--- src/rtl/pipe_pkg.sv ---
// Shared pipeline definitions: jump types, hazard FSM states, forwarding selects.
// Latency: n/a (types, constants and a pure helper function only).
// Backpressure: n/a.
package pipe_pkg;

  // Jump type carried by the EX-stage instruction
  localparam logic [1:0] NO_JUMP = 2'b00;
  localparam logic [1:0] JAL     = 2'b01;
  localparam logic [1:0] JAL_R   = 2'b10;

  // Hazard controller FSM states
  typedef enum logic [1:0] {
    RUN       = 2'd0,
    LU_BUBBLE = 2'd1,
    MEM_WAIT  = 2'd2
  } hz_state_e;

  // Operand select encodings shared with the forwarding unit
  typedef enum logic [2:0] {
    FWD_RF       = 3'd0,  // register file read
    FWD_EX_ALU   = 3'd1,  // ALU result in EX/MEM
    FWD_MEM_ALU  = 3'd2,  // ALU result in MEM/WB
    FWD_MEM_LOAD = 3'd3,  // load data in MEM/WB
    FWD_WB       = 3'd4   // value being written back
  } fwd_sel_e;

  // True when the EX instruction redirects the fetch stream
  function automatic logic is_redirect(input logic [1:0] jump_t, input logic br_taken);
    return (jump_t != NO_JUMP) | br_taken;
  endfunction

endpackage

--- src/rtl/hazard_control_if.sv ---
// Groups the ID/EX/MEM hazard inputs and the pipeline enable/flush controls.
// Latency: n/a (wires only).
// Backpressure: n/a; memory wait is carried in as mem_req/mem_ready.
// Ports: master = pipeline side (drives stage info, receives controls);
//        slave  = hazard controller (reads stage info, drives controls).
interface hazard_control_if;
  logic [4:0] id_rs1;
  logic [4:0] id_rs2;
  logic       id_rs1_used;
  logic       id_rs2_used;
  logic [4:0] ex_rd;
  logic       ex_reg_we;
  logic       ex_mem_read;
  logic [1:0] ex_jump_t;
  logic       ex_branch_taken;
  logic       mem_req;
  logic       mem_ready;

  logic       pc_we;
  logic       if_id_we;
  logic       id_ex_we;
  logic       ex_mem_we;
  logic       mem_wb_we;
  logic       if_id_flush;
  logic       id_ex_flush;
  logic       pc_sel_target;
  logic       mem_timeout;

  modport master (
    output id_rs1, id_rs2, id_rs1_used, id_rs2_used, ex_rd, ex_reg_we,
           ex_mem_read, ex_jump_t, ex_branch_taken, mem_req, mem_ready,
    input  pc_we, if_id_we, id_ex_we, ex_mem_we, mem_wb_we,
           if_id_flush, id_ex_flush, pc_sel_target, mem_timeout
  );

  modport slave (
    input  id_rs1, id_rs2, id_rs1_used, id_rs2_used, ex_rd, ex_reg_we,
           ex_mem_read, ex_jump_t, ex_branch_taken, mem_req, mem_ready,
    output pc_we, if_id_we, id_ex_we, ex_mem_we, mem_wb_we,
           if_id_flush, id_ex_flush, pc_sel_target, mem_timeout
  );
endinterface

--- src/rtl/sat_counter.sv ---
// Saturating event counter: counts cycles with inc high, sticks at all-ones.
// Latency: q updates on the rising edge after inc.
// Backpressure: none; inc is sampled every cycle.
// Ports: clk, rst (async active-low), inc (count enable), q (count).
module sat_counter #(
  parameter int CNT_W = 32
) (
  input  logic             clk,
  input  logic             rst,
  input  logic             inc,
  output logic [CNT_W-1:0] q
);

  logic [CNT_W-1:0] cnt_q;
  logic [CNT_W-1:0] cnt_d;

  always_comb begin
    cnt_d = cnt_q;
    if (inc && (cnt_q != {CNT_W{1'b1}})) begin
      cnt_d = cnt_q + 1'b1;
    end
  end

  always_ff @(posedge clk or negedge rst) begin
    if (!rst) begin
      cnt_q <= '0;
    end else begin
      cnt_q <= cnt_d;
    end
  end

  assign q = cnt_q;

endmodule

--- src/rtl/hazard_control.sv ---
// Load-use bubble, memory freeze with timeout, and jump/branch flush control.
// Latency: enables/flushes combinational from inputs; state/counters on the rising edge.
// Backpressure: a pending data-memory access (mem_req & ~mem_ready) freezes every stage.
// Ports: clk, rst (async active-low), hz (slave modport: stage info in, controls out),
//        stall_cnt / flush_cnt (saturating performance counters).
module hazard_control
  import pipe_pkg::*;
#(
  parameter int TIMEOUT = 255,
  parameter int CNT_W   = 32
) (
  input  logic             clk,
  input  logic             rst,
  hazard_control_if.slave  hz,
  output logic [CNT_W-1:0] stall_cnt,
  output logic [CNT_W-1:0] flush_cnt
);

  localparam int WC_W = $clog2(TIMEOUT + 1);
  localparam logic [WC_W-1:0] WC_MAX = WC_W'(TIMEOUT);

  hz_state_e       state_q, state_d;
  logic [WC_W-1:0] wait_cnt_q, wait_cnt_d;
  logic            redir_pend_q, redir_pend_d;
  logic            mem_timeout_q, mem_timeout_d;

  logic redirect;
  logic take_redir;
  logic lu_hit;
  logic mem_wait;

  assign redirect   = is_redirect(hz.ex_jump_t, hz.ex_branch_taken);
  assign take_redir = redirect | redir_pend_q;
  assign mem_wait   = hz.mem_req & ~hz.mem_ready;
  assign lu_hit     = hz.ex_mem_read & hz.ex_reg_we & (hz.ex_rd != 5'd0) &
                      ((hz.id_rs1_used & (hz.id_rs1 == hz.ex_rd)) |
                       (hz.id_rs2_used & (hz.id_rs2 == hz.ex_rd)));

  // Stage controls, highest priority first: freeze, redirect, load-use bubble.
  // A redirect beats a load-use hit since the ID instruction is wrong-path anyway.
  always_comb begin
    hz.pc_we         = 1'b1;
    hz.if_id_we      = 1'b1;
    hz.id_ex_we      = 1'b1;
    hz.ex_mem_we     = 1'b1;
    hz.mem_wb_we     = 1'b1;
    hz.if_id_flush   = 1'b0;
    hz.id_ex_flush   = 1'b0;
    hz.pc_sel_target = 1'b0;
    if (mem_wait) begin
      hz.pc_we     = 1'b0;
      hz.if_id_we  = 1'b0;
      hz.id_ex_we  = 1'b0;
      hz.ex_mem_we = 1'b0;
      hz.mem_wb_we = 1'b0;
    end else if (take_redir) begin
      hz.pc_sel_target = 1'b1;
      hz.if_id_flush   = 1'b1;
      hz.id_ex_flush   = 1'b1;
    end else if (lu_hit) begin
      hz.pc_we       = 1'b0;
      hz.if_id_we    = 1'b0;
      hz.id_ex_flush = 1'b1;
    end
  end

  // Next state. wait_cnt counts every frozen cycle (including the one that
  // enters MEM_WAIT) and parks at TIMEOUT so it cannot wrap on a long stall.
  always_comb begin
    state_d       = state_q;
    wait_cnt_d    = '0;
    redir_pend_d  = 1'b0;
    mem_timeout_d = mem_timeout_q;

    if (mem_wait) begin
      wait_cnt_d   = (wait_cnt_q == WC_MAX) ? wait_cnt_q : wait_cnt_q + 1'b1;
      // Remember a redirect seen while frozen; it is replayed on the first
      // unfrozen cycle and dropped on that same edge.
      redir_pend_d = redir_pend_q | redirect;
    end

    case (state_q)
      RUN, LU_BUBBLE: begin
        if (mem_wait) begin
          state_d = MEM_WAIT;
        end else if (lu_hit && !take_redir) begin
          state_d = LU_BUBBLE;
        end else begin
          state_d = RUN;
        end
      end
      MEM_WAIT: begin
        if (mem_wait) begin
          state_d = MEM_WAIT;
          if (wait_cnt_q == WC_MAX) begin
            mem_timeout_d = 1'b1;
          end
        end else begin
          state_d = RUN;
        end
      end
      default: state_d = RUN;
    endcase
  end

  always_ff @(posedge clk or negedge rst) begin
    if (!rst) begin
      state_q       <= RUN;
      wait_cnt_q    <= '0;
      redir_pend_q  <= 1'b0;
      mem_timeout_q <= 1'b0;
    end else begin
      state_q       <= state_d;
      wait_cnt_q    <= wait_cnt_d;
      redir_pend_q  <= redir_pend_d;
      mem_timeout_q <= mem_timeout_d;
    end
  end

  assign hz.mem_timeout = mem_timeout_q;

  sat_counter #(.CNT_W(CNT_W)) u_stall_cnt (
    .clk (clk),
    .rst (rst),
    .inc (~hz.pc_we),
    .q   (stall_cnt)
  );

  sat_counter #(.CNT_W(CNT_W)) u_flush_cnt (
    .clk (clk),
    .rst (rst),
    .inc (hz.if_id_flush),
    .q   (flush_cnt)
  );

endmodule

--- src/flat_wrapper.sv ---
// flat-port wrapper written by rule: the top's interface ports become plain ports
module hazard_control_flat import pipe_pkg::*;
#(
  parameter int TIMEOUT = 255,
  parameter int CNT_W   = 32
)
  (clk, rst, stall_cnt, flush_cnt, hz_id_rs1, hz_id_rs2, hz_id_rs1_used, hz_id_rs2_used, hz_ex_rd, hz_ex_reg_we, hz_ex_mem_read, hz_ex_jump_t, hz_ex_branch_taken, hz_mem_req, hz_mem_ready, hz_pc_we, hz_if_id_we, hz_id_ex_we, hz_ex_mem_we, hz_mem_wb_we, hz_if_id_flush, hz_id_ex_flush, hz_pc_sel_target, hz_mem_timeout);
  hazard_control_if hz_i ();
  input  logic clk;
  input  logic rst;
  output logic [CNT_W-1:0] stall_cnt;
  output logic [CNT_W-1:0] flush_cnt;
  input wire logic [$bits(hz_i.id_rs1)-1:0] hz_id_rs1;
  input wire logic [$bits(hz_i.id_rs2)-1:0] hz_id_rs2;
  input wire logic [$bits(hz_i.id_rs1_used)-1:0] hz_id_rs1_used;
  input wire logic [$bits(hz_i.id_rs2_used)-1:0] hz_id_rs2_used;
  input wire logic [$bits(hz_i.ex_rd)-1:0] hz_ex_rd;
  input wire logic [$bits(hz_i.ex_reg_we)-1:0] hz_ex_reg_we;
  input wire logic [$bits(hz_i.ex_mem_read)-1:0] hz_ex_mem_read;
  input wire logic [$bits(hz_i.ex_jump_t)-1:0] hz_ex_jump_t;
  input wire logic [$bits(hz_i.ex_branch_taken)-1:0] hz_ex_branch_taken;
  input wire logic [$bits(hz_i.mem_req)-1:0] hz_mem_req;
  input wire logic [$bits(hz_i.mem_ready)-1:0] hz_mem_ready;
  output wire logic [$bits(hz_i.pc_we)-1:0] hz_pc_we;
  output wire logic [$bits(hz_i.if_id_we)-1:0] hz_if_id_we;
  output wire logic [$bits(hz_i.id_ex_we)-1:0] hz_id_ex_we;
  output wire logic [$bits(hz_i.ex_mem_we)-1:0] hz_ex_mem_we;
  output wire logic [$bits(hz_i.mem_wb_we)-1:0] hz_mem_wb_we;
  output wire logic [$bits(hz_i.if_id_flush)-1:0] hz_if_id_flush;
  output wire logic [$bits(hz_i.id_ex_flush)-1:0] hz_id_ex_flush;
  output wire logic [$bits(hz_i.pc_sel_target)-1:0] hz_pc_sel_target;
  output wire logic [$bits(hz_i.mem_timeout)-1:0] hz_mem_timeout;
  assign hz_i.id_rs1 = hz_id_rs1;
  assign hz_i.id_rs2 = hz_id_rs2;
  assign hz_i.id_rs1_used = hz_id_rs1_used;
  assign hz_i.id_rs2_used = hz_id_rs2_used;
  assign hz_i.ex_rd = hz_ex_rd;
  assign hz_i.ex_reg_we = hz_ex_reg_we;
  assign hz_i.ex_mem_read = hz_ex_mem_read;
  assign hz_i.ex_jump_t = hz_ex_jump_t;
  assign hz_i.ex_branch_taken = hz_ex_branch_taken;
  assign hz_i.mem_req = hz_mem_req;
  assign hz_i.mem_ready = hz_mem_ready;
  assign hz_pc_we = hz_i.pc_we;
  assign hz_if_id_we = hz_i.if_id_we;
  assign hz_id_ex_we = hz_i.id_ex_we;
  assign hz_ex_mem_we = hz_i.ex_mem_we;
  assign hz_mem_wb_we = hz_i.mem_wb_we;
  assign hz_if_id_flush = hz_i.if_id_flush;
  assign hz_id_ex_flush = hz_i.id_ex_flush;
  assign hz_pc_sel_target = hz_i.pc_sel_target;
  assign hz_mem_timeout = hz_i.mem_timeout;
  hazard_control #(.TIMEOUT(TIMEOUT), .CNT_W(CNT_W)) u_core (.clk(clk), .rst(rst), .hz(hz_i), .stall_cnt(stall_cnt), .flush_cnt(flush_cnt));
endmodule
--- config.mk ---
export PLATFORM = sky130hd
export DESIGN_NAME = hazard_control_flat
export DESIGN_NICKNAME = d
export VERILOG_FILES = /design/src/rtl/pipe_pkg.sv /design/src/rtl/hazard_control_if.sv /design/src/rtl/sat_counter.sv /design/src/rtl/hazard_control.sv /design/src/flat_wrapper.sv
export SDC_FILE = /design/constraint.sdc
export NUM_CORES = 1
export LEC_CHECK = 0
export BUFFER_PORTS_ARGS = -buffer_cell sky130_fd_sc_hd__buf_2
export CAP_MARGIN = 20
export CORE_MARGIN = 1
export CORE_UTILIZATION = 50
export DETAILED_ROUTE_END_ITERATION = 12
export GPL_TIMING_DRIVEN = 0
export PLACE_DENSITY = 0.87
export SYNTH_ARGS = -nofsm -noshare
export SYNTH_HDL_FRONTEND = slang
export SYNTH_SLANG_ARGS = --single-unit
--- constraint.sdc ---
create_clock -name clk -period 2.71 [get_ports clk]
set_input_delay 0.271 -clock clk [delete_from_list [all_inputs] [get_ports clk]]
set_output_delay 0.271 -clock clk [all_outputs]
set_load 0.02 [all_outputs]
* After elaboration in Yosys (flattened, before gate mapping)
Index checks and enable logic that the tools add are counted.
Operators by class: add/subtract/negate cells 3, equality and inequality tests 8, muxes and demuxes 16, bitwise operators 11, reduce and logical (&&, ||, !) cells 9
Operator list (count):
- $add A32 B1 Y32 const B | 2
- $ne A32 B32 Y1 const B | 2
- $mux W8 | 2
- $mux W1 | 11
- $eq A5 B5 Y1 | 2
- $add A8 B1 Y8 const B | 1
- $eq A8 B8 Y1 const B | 1
- $and A1 B1 Y1 | 6
- $reduce_bool A5 Y1 | 1
- $mux W2 | 2
- $pmux W2 S2 | 1
- $logic_and A1 B1 Y1 | 3
- $or A1 B1 Y1 | 3
- $reduce_and A3 Y1 | 1
- $eq A2 B1 Y1 const B | 1
- $eq A2 B2 Y1 const B | 1
- $logic_not A2 Y1 | 1
- $ne A2 B2 Y1 const B | 1
- $not A1 Y1 | 2
- $reduce_bool A2 Y1 | 1
- $reduce_or A2 Y1 | 1
- $logic_not A1 Y1 | 1
Word-level totals: bits in registers 76, output and inout bits 73, word-level logic and storage cells 53

* Longest topological paths before layout
Gate-level depths: netlist of run 1.
depth in word-level cells 9, gate-level depth with buffers 9

* By module
A second synthesis of run 1 with hierarchy kept.
Unflattened totals: cell total of the unflattened synthesis 388, area, all modules 4010.1 um^2
Modules (own cells, without submodules):
- sat_counter | times used 2, cells an instance 151, area an instance 1624.1 um^2, sequential area each 800.8 um^2
- hazard_control | times used 1, cells an instance 86, area an instance 762.0 um^2, sequential area each 300.3 um^2

* Worst setup path after synthesis of run 1
Ideal clock, no wire load.
path type register -> register, start register u_core.u_stall_cnt.cnt_q[0] (netlist: u_core.u_stall_cnt.q[0]), end register u_core.u_stall_cnt.cnt_q[25] (netlist: u_core.u_stall_cnt.q[25]), arrival time 1.952 ns, slack 0.619 ns, stages on the path, launching flop included 8, buffers on the path 0, cell sequence dfrtp_1 > ha_1 > nand3_1 > or3_1 > or3_1 > nand3_2 > nor4b_1 > xor2_1
On the way: longest elaborated chain between the ends 2
Ends and longest elaborated chain:
- from (decl) | RTL line sat_counter.sv:14 | logic [CNT_W-1:0] cnt_q;
- from (signal assigned) | RTL line sat_counter.sv:28 | cnt_q <= cnt_d;
- branches (longest 2 deep; another with $add A32 B1 Y32)
Parallel ways; which one is timed is not known. A chain may end at the register's enable or synchronous reset.

* Final worst setup path of run 1
start register u_core.redir_pend_q, end output port hz_pc_we
On the way: longest elaborated chain between the ends 3
Ends and longest elaborated chain:
- from (decl) | RTL line hazard_control.sv:24 | logic redir_pend_q, redir_pend_d;
- from (signal assigned) | RTL line hazard_control.sv:115 | redir_pend_q <= redir_pend_d;
- $or A1 B1 Y1 | RTL line hazard_control.sv:33 | assign take_redir = redirect | redir_pend_q;
- $mux W1 | RTL line hazard_control.sv:56 | end else if (take_redir) begin
- $mux W1 | RTL line hazard_control.sv:50 | if (mem_wait) begin
- to (decl) | RTL line flat_wrapper.sv:24 | output wire logic [$bits(hz_i.pc_we)-1:0] hz_pc_we;
No other way between the ends.

==> impl_results.md, run 1 <==
* Internal power at roughly 1900 uW
* Top_reg_cell synth: dfrtp_1
* Worst EP required at between 2 and 2.5 ns
* Max Root-Sink Buffers at 2
* Slew @ Worst Pin at ~0.57 ns
* Worst path max stage delay at slightly above 0.4 ns
* FFs w/ async S/R, synth at 1.000
* Most common cell after layout, fill and taps aside: buf_2
* Hpwl dp at a little over 6000 um
* First-pass GRT wire length at about 13000 um
* Setup slack after layout at 0.4148 ns
* Clk Latency, worst-skew pair at between 0.3 and 0.4 ns
* Die height at between 80 and 90 um
* CTS H-Tree Depth at 3
* Post-CTS Resized at 0
* Number of DRC markers in iteration 0 at about 180
* Antenna violations before repair at 1
* Worst min path class: in2reg
* RSZ-0062 raised after global routing: no
* Hold EP: u_core.state_q[0]
* CP Launch Point: u_core.redir_pend_q
* Beginning of the worst register-to-register path: u_core.u_flush_cnt.q[0]
* Fin. Hold Viols at 0
* Filler cell count at 619
* Power per cell area at between 500 and 600 nW/um^2
* Setup slack, reg-to-reg at between 0.5 and 0.6 ns
* Total Nets Final at around 490
* Final ANT Viol Nets at 0
* Largest net degree at the start of global routing at 43
* Relative slew slack at 0.6180
* Reg clk slew, reported paths at ~0.070 ns
* DP Worst Slack at about 0.44 ns
* Period minus WS final at approximately 2.3 ns
* Critical path type: reg2out
* Status: finished clean
* Most Crowded Layer GR: met2
* Area of the mapped netlist at 3765 um^2
* Switching power at ~800 uW
* Final Cycle Share at 0.8469
* Die area at between 7000 and 8000 um^2
* Cell Chain, Critical Path: nor4_1 > o211a_1 > a21oi_2 > buf_4 > buf_4 > buf_2
* TritonCTS clock tree: yes
* Mean Syn Cell Area at roughly 11 um^2
* 1st-pass router iterations at 4
* Pleak at between 0.002 and 0.0025 uW
* CP Max Fanout at 11
* GR Util met1 at 0.2811
* CTS Root Cell: clkbuf_8
* Crit path capture type: output port
* Combinational power share at 0.174
* Drt drc at 0
* Seq pwr share at 0.500
* Tot Pwr at around 2700 uW
* FF-to-FF End: u_core.u_flush_cnt.q[6]
* WP data arrival at between 2 and 2.5 ns
* Post-layout util at 0.6358
* Fmax at approximately 440 MHz
* Synth Register Bits at 76
* Drt total wl at 8166 um
* Startpoint of the worst hold path: hz_ex_branch_taken
* Die X at slightly below 90 um
* WHS Path Cells at 3
* IO Port Bufs at approximately 100
* Vias in the first global route at between 2000 and 3000
* # setup viols final at 0
* Finished Layout Cells at roughly 560
* Core area at roughly 7300 um^2
* DP Cell Count at ~550
* Sum Neg Setup Slack at 0 ns
* Commonest cells after routing, fill and taps aside: buf_2, dfrtp_1, xnor2_1, nand2_1
* Synthesized instance count at between 300 and 400
* Top Ports at slightly below 100
* Routed WL per cell at 14.56 um
* Post-synth EDFFs at 0
* Gr ovfl total at 0
* Row cnt at 31
* Switching Share at 0.2978
* Met3 GRT Util at 0.06437
* Pins over their slew limit at 0
* YS warnings at 0
* Placer Congestion at about 0.8
* Area growth syn-to-layout at 22.50%
* Inserted Diodes at 0
* R2r worst-path depth at 7
* Num CTS Buffers at 9
* CTS Sinks at 76
* CP dominant cell by count: buf_4
* Worst VDD drop at about 0.54 mV
* Vias per std cell at 5.451
* GRT Util Overall at 0.2224
* Unique masters post-synth at 48
* Share of layout cells above drive strength 1 at 0.2922
* Seq/Total Area, Yosys at 0.5052
* Layout Skew at 0.01166 ns
* Critical Path Slowest Stage Cell: nor4_1
* Max_cap viols at 0
* Worst Setup Start Kind: flop
* DR vias at a little over 3000
* Met2 global-route usage at 0.3545
* Clock network fraction of design power at 0.326
* Syn nets at ~380
* Initial Util at 0.5191
-- per-stage QoR --
stage / hold slack, ns / area (um^2)
floorplan: -0.02459 / 3765
global placement: 0.4237 / 4379
detailed placement: 0.2509 / 4402
CTS: 0.2143 / 4612
global route: 0.2346 / 4612
finish: 0.2282 / 4612
-- per-layer routing --
metal / vias up / share of wire
li1: 1468 / -
met1: 1514 / 0.44
met2: 64 / 0.49
met3: 12 / 0.048
met4: 0 / 0.017
met5: - / 0
-- final cells by class --
cell class | instances | area [um^2] | area share
clock inverters | 4 | 48.80 | 0.01058
plain buffers | 10 | 66.31 | 0.01438
clock buffers | 11 | 151.4 | 0.03283
flip-flops and latches | 76 | 1902 | 0.4124
repair buffers | 100 | 523.0 | 0.1134
multi-input cells | 256 | 1778 | 0.3855
inverters | 5 | 18.77 | 0.004069
well taps | 99 | 123.9 | 0.02686
-- kinds of logic after synthesis --
family,after synthesis,synth area share
muxes,3,0.008640
DFF,76,0.5052
xor gates and xnor gates,74,0.1722
buffers and inverters,15,0.02260
AOI/OAI and AO/OA,23,0.04686
adders and majority gates,3,0.009971
and+or+nand+nor,153,0.2346
-- sequential cells by signal, summed over array words and instances, names as in the netlist --
name / flops
u_core.u_flush_cnt.q: 32
u_core.redir_pend_q: 1
u_core.state_q: 2
u_core.u_stall_cnt.q: 32
u_core.hz.mem_timeout: 1
u_core.wait_cnt_q: 8
-- power groups by stage --
stage	clock [uW]	combinational [uW]	sequential [uW]
floorplan	0	183	1460
global placement	0	457	1360
detailed placement	0	473	1370
global route	934	519	1360
finish	875	468	1350
CTS	892	476	1340
-- synth_stat cells, drive strengths merged, types with 2 or more instances --
cell    number  area (um^2)
dfrtp       76         1902
xnor2       53        464.2
nand2       27        101.4
nand3       26        135.1
nand4       25        156.4
xor2        21        183.9
nor2        16        60.06
and4        13        115.1
and3        12        75.07
nor3         9        45.04
buf          8        58.81
a21oi        6        33.78
nor4         6        52.55
and2         5        31.28
inv          5        18.77
a31oi        4        31.28
ha           3        37.54
o21ai        3        15.01
or3          3        18.77
or4          3        26.27
clkbuf       2        7.510
mux2         2        22.52
nand3b       2        15.01
nor2b        2        15.02
nor4b        2        17.52
-- critical path, delay by kind of cell (launching register included) --
family          cells  cell delay [ns]
compound gates      2             0.40
buf+inv             3             0.49
flops               1             0.38
simple gates        1             0.41
-- worst max-delay path by stage --
stage / to / slack, ns
final: hz_pc_we / 0.41
after global routing: hz_pc_we / 0.29
after floorplan: u_core.u_stall_cnt.q[25] / 0.62
after detailed placement: u_core.u_stall_cnt.q[5] / 0.44
after CTS: hz_pc_we / 0.38
after global placement: hz_pc_we / 0.45
-- timing repair --
| action | 4_1_cts | 5_1_grt |
|---|---|---|
| hold endpoints to repair | 34 | 0 |
| setup buffers | 0 | 0 |
| hold buffers | 1 | 0 |
Power figures use the tool's default switching activity.
==> run 2, diff against run 1 <==
clock period = 2.2 ns   (was 2.71 ns; I/O delays follow)
==> impl_results.md, run 2 (synthesized netlist as in run 1, its figures left out) <==
* 1st-pass router iterations at 4 (unchanged)
* Clk Latency, worst-skew pair at 0.35 ns (about the same)
* CTS H-Tree Depth at 3 (unchanged)
* Max Root-Sink Buffers at 2 (unchanged)
* WP data arrival at 1.90 ns (was 2.02 ns)
* Vias per std cell at 5.510 (was 5.451)
* Area growth syn-to-layout at 24.53% (was 22.50%)
* Layout Skew at 0.01098 ns (was 0.01166 ns)
* Clock network fraction of design power at 0.323 (was 0.326)
* Finished Layout Cells at 563 (was 561)
* Worst VDD drop at 0.6671 mV (was 0.5421 mV)
* Vias in the first global route at 2818 (unchanged)
* Most common cell after layout, fill and taps aside: buf_2 (unchanged)
* Status: finished clean (unchanged)
* Total Nets Final at 489 (was 487)
* Routed WL per cell at 15.02 um (was 14.56 um)
* Reg clk slew, reported paths at 0.07 ns (about the same)
* Cell Chain, Critical Path: buf_2 > or4_1 > o211a_1 > a21oi_4 > buf_6 > buf_4 > buf_2 (was nor4_1 > o211a_1 > a21oi_2 > buf_4 > buf_4 > buf_2)
* Switching power at 990.5 uW (was 800.5 uW)
* Crit path capture type: output port (unchanged)
* Drt drc at 0 (unchanged)
* DR vias at 3102 (was 3058)
* Row cnt at 31 (unchanged)
* Die height at 88.78 um (unchanged)
* Internal power at 2342 uW (was 1888 uW)
* Fin. Hold Viols at 0 (unchanged)
* Worst min path class: in2reg (unchanged)
* First-pass GRT wire length at 13250 um (unchanged)
* Largest net degree at the start of global routing at 43 (unchanged)
* Fmax at approximately 470 MHz
* Die X at 88.78 um (unchanged)
* Period minus WS final at between 2 and 2.5 ns
* Inserted Diodes at 0 (unchanged)
* Max_cap viols at 0 (unchanged)
* Power per cell area at 710.8 nW/um^2 (was 582.9 nW/um^2)
* GRT Util Overall at 0.2224 (unchanged)
* Placer Congestion at 0.8182 (unchanged)
* Drt total wl at 8457 um (was 8166 um)
* Worst EP required at 1.98 ns (was 2.44 ns)
* Core area at 7253 um^2 (unchanged)
* Worst Path Buf+Inv at 4 (was 3)
* Slew @ Worst Pin at 0.5652 ns (was 0.5729 ns)
* Number of DRC markers in iteration 0 at 190 (was 181)
* Combinational power share at 0.182 (was 0.174)
* Gr ovfl total at 0 (unchanged)
* Pleak at 0.002253 uW (was 0.002239 uW)
* Family with the most delay on the worst path: simple AND/OR/NAND/NOR gates (was buffers and inverters)
* CP Max Fanout at 11 (unchanged)
* Critical Path Slowest Stage Cell: or4_1 (was nor4_1)
* IO Port Bufs at 98 (unchanged)
* Initial Util at 0.5191 (unchanged)
* Antenna violations before repair at 1 (unchanged)
* Share of layout cells above drive strength 1 at 0.3039 (was 0.2922)
* Seq pwr share at 0.495 (was 0.500)
* Final ANT Viol Nets at 0 (unchanged)
* Top Ports at 99 (unchanged)
* Final Cycle Share at 0.9626
* Sum Neg Setup Slack at 0 ns (unchanged)
* # setup viols final at 0 (unchanged)
* Hpwl dp at 6125 um (unchanged)
* Switching Share at 0.2972 (was 0.2978)
* CTS Sinks at 76 (unchanged)
* DP Cell Count at 545 (unchanged)
* TritonCTS clock tree: yes (unchanged)
* CP dominant cell by count: buf_2 (was buf_4)
* Num CTS Buffers at 9 (unchanged)
* Pins over their slew limit at 0 (unchanged)
* CTS Root Cell: clkbuf_8 (unchanged)
* Critical path type: in2out (was reg2out)
* Worst Setup Start Kind: input pin (was flop)
* Commonest cells after routing, fill and taps aside: buf_2, dfrtp_1, xnor2_1, nand2_1 (unchanged)
* Setup slack, reg-to-reg at 0.09 ns (was 0.56 ns)
* Relative slew slack at 0.6232 (was 0.6180)
* Worst path max stage delay at 0.57 ns (was 0.41 ns)
* Die area at 7881 um^2 (unchanged)
[run 2: layout make-up]
class | instances | area (um^2)
inverters | 5 | 18.77
repair buffers | 101 | 530.5
clock inverters | 4 | 48.80
multi-input cells | 257 | 1843
well taps | 99 | 123.9
plain buffers | 10 | 70.07
clock buffers | 11 | 151.4
fillers | 611 | 2565
flip-flops and latches | 76 | 1902
[run 2: worst min-delay path: cells and delay by family]
family | cells | cell delay (ns)
buffers and inverters | 1 | 0.10
AND/OR/NAND/NOR | 2 | 0.15
[run 2: final timing paths]
check	from	to	cells past startpoint
setup / recovery	hz_ex_rd[0]	hz_pc_we	7
hold / removal	hz_ex_jump_t[0]	u_core.redir_pend_q	3
max in group asynchronous	rst	u_core.u_stall_cnt.q[10]	3
setup reg to reg	u_core.u_stall_cnt.q[12]	u_core.u_stall_cnt.q[23]	6
min in group asynchronous	rst	u_core.u_flush_cnt.q[20]	2
hold reg to reg	u_core.state_q[0]	u_core.state_q[1]	1
[run 2: per-stage QoR]
step | total power (uW) | hold WS, ns | setup slack (ns) | instance area, um^2 | util
3_5_place_dp | 2264 | 0.1999 | -0.01670 | 4402 | 0.6069
6_report | 3332 | 0.1719 | 0.08235 | 4688 | 0.6464
5_1_grt | 3490 | 0.1684 | -0.01678 | 4688 | 0.6464
4_1_cts | 3342 | 0.1543 | 0.03278 | 4618 | 0.6367
2_1_floorplan | 2020 | -0.07559 | 0.1090 | 3765 | -
3_3_place_gp | 2234 | 0.4237 | 0.007794 | 4379 | 0.6038
[run 2: power groups by stage]
stage,sequential (uW),combinational [uW],clock (uW)
6_report,1650,607,1070
5_1_grt,1670,670,1150
4_1_cts,1660,587,1100
3_5_place_dp,1680,582,0
3_3_place_gp,1670,562,0
2_1_floorplan,1790,225,0
[run 2: routing by layer]
metal,wire (um),global-route usage
met1,3691,0.2811
met4,146,0.1012
met5,0,0
met3,474,0.06437
met2,4145,0.3545
[run 2: timing repair]
action / CTS / global route
gates resized for setup: 1 / 9
buffers inserted: 0 / 1
hold endpoints to repair: 34 / 0
pin swaps: 0 / 2
hold buffers: 1 / 0
setup endpoints to repair: 1 / 24
gates cloned: 0 / 1
